<file path="src/rtl/frame_serializer_tx_if.sv">
// Upstream frame handshake and downstream word handshake for frame_serializer_tx.
// down_last exists only when FRAME_SER_LAST_EN is defined.
interface frame_serializer_tx_if #(
    parameter int unsigned WIDTH = 8,
    parameter int unsigned DEPTH = 4
);
    localparam int unsigned LW = $clog2(DEPTH + 1);

    logic                         up_valid;
    logic                         up_ready;
    logic [DEPTH-1:0][WIDTH-1:0]  up_data;
    logic [LW-1:0]                up_len;
    logic                         down_valid;
    logic                         down_ready;
    logic [WIDTH-1:0]             down_data;
`ifdef FRAME_SER_LAST_EN
    logic                         down_last;

    // master: frame source and word sink; slave: the serializer
    modport master (
        output up_valid, up_data, up_len, down_ready,
        input  up_ready, down_valid, down_data, down_last
    );
    modport slave (
        input  up_valid, up_data, up_len, down_ready,
        output up_ready, down_valid, down_data, down_last
    );
`else
    modport master (
        output up_valid, up_data, up_len, down_ready,
        input  up_ready, down_valid, down_data
    );
    modport slave (
        input  up_valid, up_data, up_len, down_ready,
        output up_ready, down_valid, down_data
    );
`endif
endinterface

</file>
<file path="src/rtl/frame_serializer_tx.sv">
// Double-buffered frame-to-word serializer for the UART TX path.
// Optional macro FRAME_SER_LAST_EN adds the down_last frame-boundary marker.
module frame_serializer_tx #(
    parameter int unsigned WIDTH = 8,
    parameter int unsigned DEPTH = 4
) (
    input  logic                    clk,
    input  logic                    rst,
    frame_serializer_tx_if.slave    bus,
    output logic                    busy
);
    localparam int unsigned LW = $clog2(DEPTH + 1);
    localparam int unsigned IW = $clog2(DEPTH);

    logic [DEPTH-1:0][WIDTH-1:0] data_q [2];
    logic [DEPTH-1:0][WIDTH-1:0] data_d [2];
    logic [LW-1:0]               len_q  [2];
    logic [LW-1:0]               len_d  [2];
    logic [1:0]                  full_q, full_d;
    logic                        wb_q, wb_d;
    logic                        rb_q, rb_d;
    logic [IW-1:0]               idx_q, idx_d;

    logic                        accept_c;
    logic                        down_hs_c;
    logic                        last_c;
    logic [LW-1:0]               eff_len_c;

    // Zero and over-range lengths both mean a full DEPTH-word frame
    always_comb begin
        eff_len_c = bus.up_len;
        if ((bus.up_len == LW'(0)) || (bus.up_len > LW'(DEPTH))) begin
            eff_len_c = LW'(DEPTH);
        end
    end

    assign last_c    = (LW'(idx_q) == (len_q[rb_q] - LW'(1)));
    assign accept_c  = bus.up_valid & ~full_q[wb_q];
    assign down_hs_c = full_q[rb_q] & bus.down_ready;

    // Accept only targets an empty bank and release only a full one, so they never collide
    always_comb begin
        data_d = data_q;
        len_d  = len_q;
        full_d = full_q;
        wb_d   = wb_q;
        rb_d   = rb_q;
        idx_d  = idx_q;
        if (accept_c) begin
            data_d[wb_q] = bus.up_data;
            len_d[wb_q]  = eff_len_c;
            full_d[wb_q] = 1'b1;
            wb_d         = ~wb_q;
        end
        if (down_hs_c) begin
            if (last_c) begin
                full_d[rb_q] = 1'b0;
                idx_d        = IW'(0);
                rb_d         = ~rb_q;
            end else begin
                idx_d = idx_q + IW'(1);
            end
        end
    end

    always_ff @(posedge clk) begin
        if (rst) begin
            for (int b = 0; b < 2; b++) begin
                data_q[b] <= '0;
                len_q[b]  <= '0;
            end
            full_q <= 2'b00;
            wb_q   <= 1'b0;
            rb_q   <= 1'b0;
            idx_q  <= IW'(0);
        end else begin
            data_q <= data_d;
            len_q  <= len_d;
            full_q <= full_d;
            wb_q   <= wb_d;
            rb_q   <= rb_d;
            idx_q  <= idx_d;
        end
    end

    // All outputs are decoded straight from state registers
    assign bus.up_ready   = ~full_q[wb_q];
    assign bus.down_valid = full_q[rb_q];
    assign bus.down_data  = data_q[rb_q][idx_q];
    assign busy           = full_q[0] | full_q[1];
`ifdef FRAME_SER_LAST_EN
    assign bus.down_last  = full_q[rb_q] & last_c;
`endif

endmodule
</file>
<file path="src/flat_wrapper.sv">
// flat-port wrapper written by rule: the top's interface ports become plain ports
module frame_serializer_tx_flat 
#(
    parameter int unsigned WIDTH = 8,
    parameter int unsigned DEPTH = 4
)
  (clk, rst, busy, bus_up_valid, bus_up_data, bus_up_len, bus_down_ready, bus_up_ready, bus_down_valid, bus_down_data);
  frame_serializer_tx_if #(.WIDTH(WIDTH), .DEPTH(DEPTH)) bus_i ();
  input  logic clk;
  input  logic rst;
  output logic busy;
  input wire logic [$bits(bus_i.up_valid)-1:0] bus_up_valid;
  input wire logic [$bits(bus_i.up_data)-1:0] bus_up_data;
  input wire logic [$bits(bus_i.up_len)-1:0] bus_up_len;
  input wire logic [$bits(bus_i.down_ready)-1:0] bus_down_ready;
  output wire logic [$bits(bus_i.up_ready)-1:0] bus_up_ready;
  output wire logic [$bits(bus_i.down_valid)-1:0] bus_down_valid;
  output wire logic [$bits(bus_i.down_data)-1:0] bus_down_data;
  assign bus_i.up_valid = bus_up_valid;
  assign bus_i.up_data = bus_up_data;
  assign bus_i.up_len = bus_up_len;
  assign bus_i.down_ready = bus_down_ready;
  assign bus_up_ready = bus_i.up_ready;
  assign bus_down_valid = bus_i.down_valid;
  assign bus_down_data = bus_i.down_data;
  frame_serializer_tx #(.WIDTH(WIDTH), .DEPTH(DEPTH)) u_core (.clk(clk), .rst(rst), .bus(bus_i), .busy(busy));
endmodule
</file>
<file path="config.mk">
export PLATFORM = sky130hd
export DESIGN_NAME = frame_serializer_tx_flat
export DESIGN_NICKNAME = d
export VERILOG_FILES = /design/src/rtl/frame_serializer_tx_if.sv /design/src/rtl/frame_serializer_tx.sv /design/src/flat_wrapper.sv
export SDC_FILE = /design/constraint.sdc
export NUM_CORES = 1
export LEC_CHECK = 0
export ABC_AREA = 1
export BUFFER_PORTS_ARGS = -buffer_cell sky130_fd_sc_hd__buf_2
export CORE_MARGIN = 10
export CORE_UTILIZATION = 35
export DETAILED_ROUTE_END_ITERATION = 6
export PLACE_DENSITY = 0.6
export SETUP_SLACK_MARGIN = 0.2
export SKIP_LAST_GASP = 1
export SLEW_MARGIN = 5
export SYNTH_ARGS = -nofsm -noshare
export SYNTH_HDL_FRONTEND = slang
export SYNTH_SLANG_ARGS = --single-unit
</file>
<file path="constraint.sdc">
create_clock -name clk -period 2.1 [get_ports clk]
set_input_delay 0.21 -clock clk [delete_from_list [all_inputs] [get_ports clk]]
set_output_delay 0.21 -clock clk [all_outputs]
set_load 0.02 [all_outputs]
</file>
==> flow_summary.json, run 1 <==
{
  "clock-sinks": 76,
  "cp_top_family": "flip-flops",
  "drt_iter0_markers": 229,
  "final_cells": 673,
  "startpoint_type": "flop",
  "coreArea_um2": 9639,
  "path_cells": "buf_12 -> o21ai_0 -> o21ai_0 -> nand2_1 -> nand2_1 -> buf_2",
  "drc_errors": 0,
  "required_ns": 1.89,
  "num_rows": 36,
  "p_leak_nw": 1.737,
  "max_cap_violations": 0,
  "setup_viol": 0,
  "synth_top_family_by_area": "compound AO/OA/AOI/OAI gates",
  "place_congestion": 0.8010,
  "die_h_um": 119.0,
  "worstSkewPairLatency_ns": 0.36,
  "drive_gt1_share_pct": 17.41,
  "syn_area_per_cell_um2": 6.900,
  "synth_ff_type": "dfxtp_1",
  "htreeDepth": 3,
  "cp_slowest_cell": "dfxtp_4",
  "hold_path_class": "primary input to flop",
  "portBuffers": 49,
  "hold_depth": 2,
  "power_mw": 3.311,
  "antenna_cells": 0,
  "min_from": "rst",
  "routed_via_density": 4.823,
  "worst-setup-path-type": "flop to output pin",
  "grt_max_degree": 72,
  "antenna_found_initial": 0,
  "synth_top_area_share_pct": 44.36,
  "tns_ns": 0,
  "path_buf_inv": 2,
  "finalHoldViolCount": 0,
  "slew_headroom_pct": 59.02,
  "start_util_pct": 35.58,
  "synthSimpleGateAreaFrac_pct": 21.82,
  "rrSetupSlack_ns": 0.52,
  "postSynthCellCount": 497,
  "clk_path_buf_depth": 2,
  "dr.pass1.iters": 4,
  "nets": 576,
  "grt_pass1_vias": 3191,
  "path_clk_slew_ns": 0.08,
  "yosysTopAreaCell": "dfxtp_1",
  "timing.final.crit_share_pct": 84.05,
  "area_growth_pct": 16.82,
  "r2r-start": "u_core.rb_q",
  "dpl.hpwl_mm": 6.311,
  "final_cell_mix": "nor2_1, o21ai_0, dfxtp_1",
  "final_common_cell": "nor2_1",
  "min_to": "u_core.len_q[4]",
  "synth_cell_types": 21,
  "wl_per_cell_um": 14.28,
  "synth_seq_cells": 76,
  "grt_use_total_pct": 13.69,
  "drv_slew": 0,
  "critPathArrivalTime_ns": 1.56,
  "vdd_drop_max_v": 0.0004490,
  "synth_area_leaders": "dfxtp_1, o21ai_0, nor2_1",
  "yosys.area_share.adder_pct": 0.7297,
  "wirelength_mm": 9.610,
  "rsz0062_at_grt": "no",
  "cts_buffers": 9,
  "cp-end-kind": "output pin",
  "r2r-end": "u_core.full_q[0]",
  "dp.cells": 656,
  "outcome": "finished, final reports clean",
  "clock_skew_ns": 0.01015,
  "synth_compound_area_share_pct": 23.50,
  "syn_nets": 538,
  "dpl_cell_area_um2": 3762,
  "final.min_clock_period_ns": 1.765,
  "async_flop_share_pct": 0,
  "final_area_um2": 4006,
  "dieArea_um2": 14160,
  "cts_root_buffer": "clkbuf_8",
  "crit_fanout": 27,
  "vias": 3246,
  "power_density_nw_per_um2": 826.5,
  "crit_path_max_incr_delay_ns": 0.42,
  "cts_tree": "yes",
  "overflow": 0,
  "fmax_mhz": 566.5,
  "worst_pin_slew_ns": 0.6147,
  "ios": 50,
  "synth_edf_count": 0,
  "grt_pass1_wl_mm": 15.92,
  "reg2reg_depth": 12,
  "yosys_warnings": 0,
  "final_antenna_net_count": 0,
  "fp.dieW_um": 119.0,
  "synth-seq-area-share_pct": 44.36,
  "synth_mux_area_share_pct": 0,
  "syn-cell-area_um2": 3430,
  "synth_xor_area_share_pct": 0
}
==> layer usage <==
metal  share of wire (%)  track usage, %
met1                  46           16.04
met2                  49           23.44
met3                 3.5           4.204
met4                 1.1           4.046
met5                   0               0
==> metrics by stage <==
step	hold WS (ns)	utilization (%)	setup WS [ns]
3_3_place_gp	0.4331	39.03	0.4261
3_5_place_dp	0.4452	39.03	0.4277
6_report	0.07820	41.56	0.3349
4_1_cts	0.05628	41.11	0.1612
2_1_floorplan	0.2791	-	0.4502
5_1_grt	0.06038	41.56	0.2031
==> synthesized netlist by cell type (3+ instances only) <==
library cell	instances
nor2_1	119
buf_6	4
a21oi_1	41
nand3_2	3
o21ai_1	11
o21ai_0	109
nor2_2	3
nand2_1	50
clkbuf_1	11
nand3_1	3
buf_2	13
buf_4	3
inv_1	33
nand2_2	6
inv_2	3
dfxtp_1	76
==> worst max path at each step <==
stage | startpoint | end | slack, ns | cells after the start
2_1_floorplan | u_core.rb_q | u_core.full_q[0] | 0.45 | 12
3_3_place_gp | u_core.rb_q | bus_down_data[2] | 0.43 | 6
3_5_place_dp | u_core.rb_q | bus_down_data[2] | 0.43 | 6
4_1_cts | u_core.rb_q | bus_down_data[2] | 0.16 | 7
5_1_grt | u_core.rb_q | bus_down_data[2] | 0.20 | 6
6_report | u_core.rb_q | bus_down_data[1] | 0.33 | 6
==> registers in the layout (all words and copies together), names as in the netlist <==
register,flops
u_core.data_q,64
u_core.full_q,2
u_core.idx_q,2
u_core.len_q,6
u_core.rb_q,1
u_core.wb_q,1
==> power by group <==
part	internal [mW]	switching (mW)	total, mW	leakage (nW)
clock	0.545	0.570	1.11	0.103
combinational	0.205	0.366	0.571	1.01
sequential	1.57	0.0596	1.63	0.625
==> what timing repair did <==
item,4_1_cts,5_1_grt
resized for setup,3,12
hold buffers,0,0
endpoints found under the setup margin,8,8
buffers inserted,0,1
endpoints found under the hold margin,0,0
==> cells by family (layout without fill, tap and decap cells) <==
family / Yosys count / count (layout)
AOI/OAI and AO/OA: 161 / 161
adders and majority gates: 2 / 2
buffers and inverters: 72 / 115
DFF: 76 / 76
and+or+nand+nor: 186 / 186
==> final cells by class <==
cell class                 count  area (um^2)
timing repair buffer          61        397.9
tap                          133        166.4
clock buffer                   9        123.9
multi-input combinational    349         1579
clock inverter                 7        67.56
fill                        1064         5633
sequential                    76         1525
inverter                      38        146.4
Power figures use the tool's default switching activity.
==> run 2, diff against run 1 <==
clock period = 1.8 ns   (was 2.1 ns; I/O delays follow)
==> flow_summary.json, run 2 (synthesis gave the netlist of run 1 again) <==
{
  "outcome": "finished, final reports clean",
  "start_util_pct": 35.58,
  "final.min_clock_period_ns": 1.708,
  "seqPwrFrac_pct": 45.1,
  "drive_gt1_share_pct": 19.59,
  "nets": 577,
  "pwr-share-clk_pct": 38.1,
  "hold_path_class": "primary input to flop",
  "clock_skew_ns": 0.006849,
  "overflow": 0,
  "cts_buffers": 9,
  "final_area_um2": 4178,
  "grt_pass1_vias": 3186,
  "top_register": "u_core.data_q",
  "max_cap_violations": 0,
  "reg2reg_depth": 12,
  "hold_buffers": 0,
  "combinationalPowerShare_pct": 16.8,
  "dpl_cell_area_um2": 3744,
  "crit_start": "u_core.rb_q",
  "drc_errors": 0,
  "cp-end-kind": "output pin",
  "top_regs": "u_core.data_q x64, u_core.len_q x6",
  "fin_hold_ws_ns": 0.05430,
  "dieArea_um2": 14160,
  "power_density_nw_per_um2": 1008,
  "worstSkewPairLatency_ns": 0.34,
  "final_common_cell": "nor2_1",
  "p_int_mw": 3.057,
  "vias": 3261,
  "largest_reg_flops": 64,
  "cp_slowest_cell": "dfxtp_4",
  "ios": 50,
  "final_antenna_net_count": 0,
  "coreArea_um2": 9639,
  "area_growth_pct": 21.82,
  "cts_tree": "yes",
  "grt_pass1_wl_mm": 15.99,
  "switching_share_pct": 27.43,
  "clk_path_buf_depth": 2,
  "routed_via_density": 4.838,
  "crit_path_end": "bus_down_data[1]",
  "path_depth": 7,
  "fin_ws_ns": 0.09245,
  "antenna_found_initial": 0,
  "place_congestion": 0.8227,
  "drt_iter0_markers": 159,
  "r2r-start": "u_core.rb_q",
  "num_rows": 36,
  "grt_use_total_pct": 13.59,
  "switchingPower_mw": 1.155,
  "portBuffers": 49,
  "p_leak_nw": 1.785,
  "timing.final.crit_share_pct": 94.86,
  "critPathArrivalTime_ns": 1.53,
  "cp_top_family": "buffers and inverters",
  "clock-sinks": 76,
  "power_mw": 4.212,
  "path_cells": "inv_2 -> buf_12 -> nor2_1 -> o21ai_0 -> nand2_1 -> nand2_1 -> buf_4",
  "fp.dieW_um": 119.0,
  "required_ns": 1.62,
  "dr.pass1.iters": 4,
  "worst-setup-path-type": "flop to output pin",
  "htreeDepth": 3,
  "grt_max_degree": 72,
  "r2r-end": "u_core.full_q[0]",
  "dpl.hpwl_mm": 6.229,
  "crit_path_max_incr_delay_ns": 0.39,
  "cts_root_buffer": "clkbuf_8",
  "fmax_mhz": 585.6,
  "cpMostUsedCell": "nand2_1",
  "finalHoldViolCount": 0,
  "startpoint_type": "flop",
  "crit_fanout": 21,
  "drv_slew": 0,
  "post-place-ws_ns": 0.2208,
  "die_h_um": 119.0,
  "vdd_drop_max_v": 0.0004943,
  "path_clk_slew_ns": 0.08,
  "rrSetupSlack_ns": 0.16,
  "slew_headroom_pct": 66.88,
  "wirelength_mm": 9.800,
  "rsz0062_at_grt": "yes",
  "worst_pin_slew_ns": 0.4967,
  "setup_viol": 0,
  "wl_per_cell_um": 14.54,
  "antenna_cells": 0,
  "final_cell_mix": "nor2_1, o21ai_0, dfxtp_1",
  "path_buf_inv": 3,
  "tns_ns": 0
}
-- run 2: cell types whose count changed in the layout (fill, tap and decap cells not counted), moves of 4 or more --
cell,delta
o21ai_0,-11
o21ai_1,+10
buf_2,-7
a21oi_1,-6
a21oi_2,+6
buf_6,+4
-- run 2: metal layers --
metal	GRT usage, %	wire length [um]
met1	17.87	4773
met2	21.33	4413
met3	2.740	450
met4	5.344	163
met5	0	0
-- run 2: worst min-delay path by stage --
| stage | from | slack (ns) | cells past startpoint | to |
|---|---|---|---|---|
| floorplan | rst | 0.25 | 1 | u_core.len_q[4] |
| global placement | rst | 0.40 | 2 | u_core.wb_q |
| detailed placement | rst | 0.41 | 2 | u_core.len_q[4] |
| CTS | rst | 0.04 | 2 | u_core.len_q[4] |
| global route | rst | 0.05 | 2 | u_core.wb_q |
| finish | rst | 0.05 | 2 | u_core.wb_q |
-- run 2: per-stage QoR --
| step | instances | util [%] |
|---|---|---|
| after global routing | 674 | 43.34 |
| final | 674 | 43.34 |
| after detailed placement | 655 | 38.84 |
| after CTS | 672 | 42.26 |
| after global placement | 655 | 38.84 |
| after floorplan | 497 | - |
-- run 2: area by class of cell --
type | count | area [um^2]
fillers | 1034 | 5461
multi-input cells | 349 | 1613
flip-flops and latches | 76 | 1526
repair buffers | 62 | 478.0
well taps | 133 | 166.4
inverters | 38 | 145.1
clock buffers | 10 | 137.6
clock inverters | 6 | 111.4
-- run 2: worst register-to-register path, cell delays in order, from the launching register on --
cell     delay (ns)
dfxtp_4        0.42
buf_4          0.16
nand2_1        0.05
o21ai_1        0.09
ha_1           0.26
inv_1          0.06
nand2_1        0.04
nand2_1        0.06
nand2_1        0.05
inv_1          0.08
nand3_2        0.10
o21ai_1        0.14
inv_1          0.05
-- run 2: timing repair --
item                       4_1_cts  5_1_grt
setup endpoints to repair        9       41
cloned                           0        2
resized for setup               27       25
pin swaps                        0        1
setup buffers                    1        0
-- run 2: power by group through the flow --
stage / combinational (mW) / clock (mW) / sequential [mW]
after floorplan: 0.462 / 0 / 1.91
after global placement: 0.646 / 0 / 1.93
after detailed placement: 0.656 / 0 / 1.93
after CTS: 0.683 / 1.63 / 1.90
after global routing: 0.814 / 1.69 / 1.92
final: 0.708 / 1.60 / 1.90
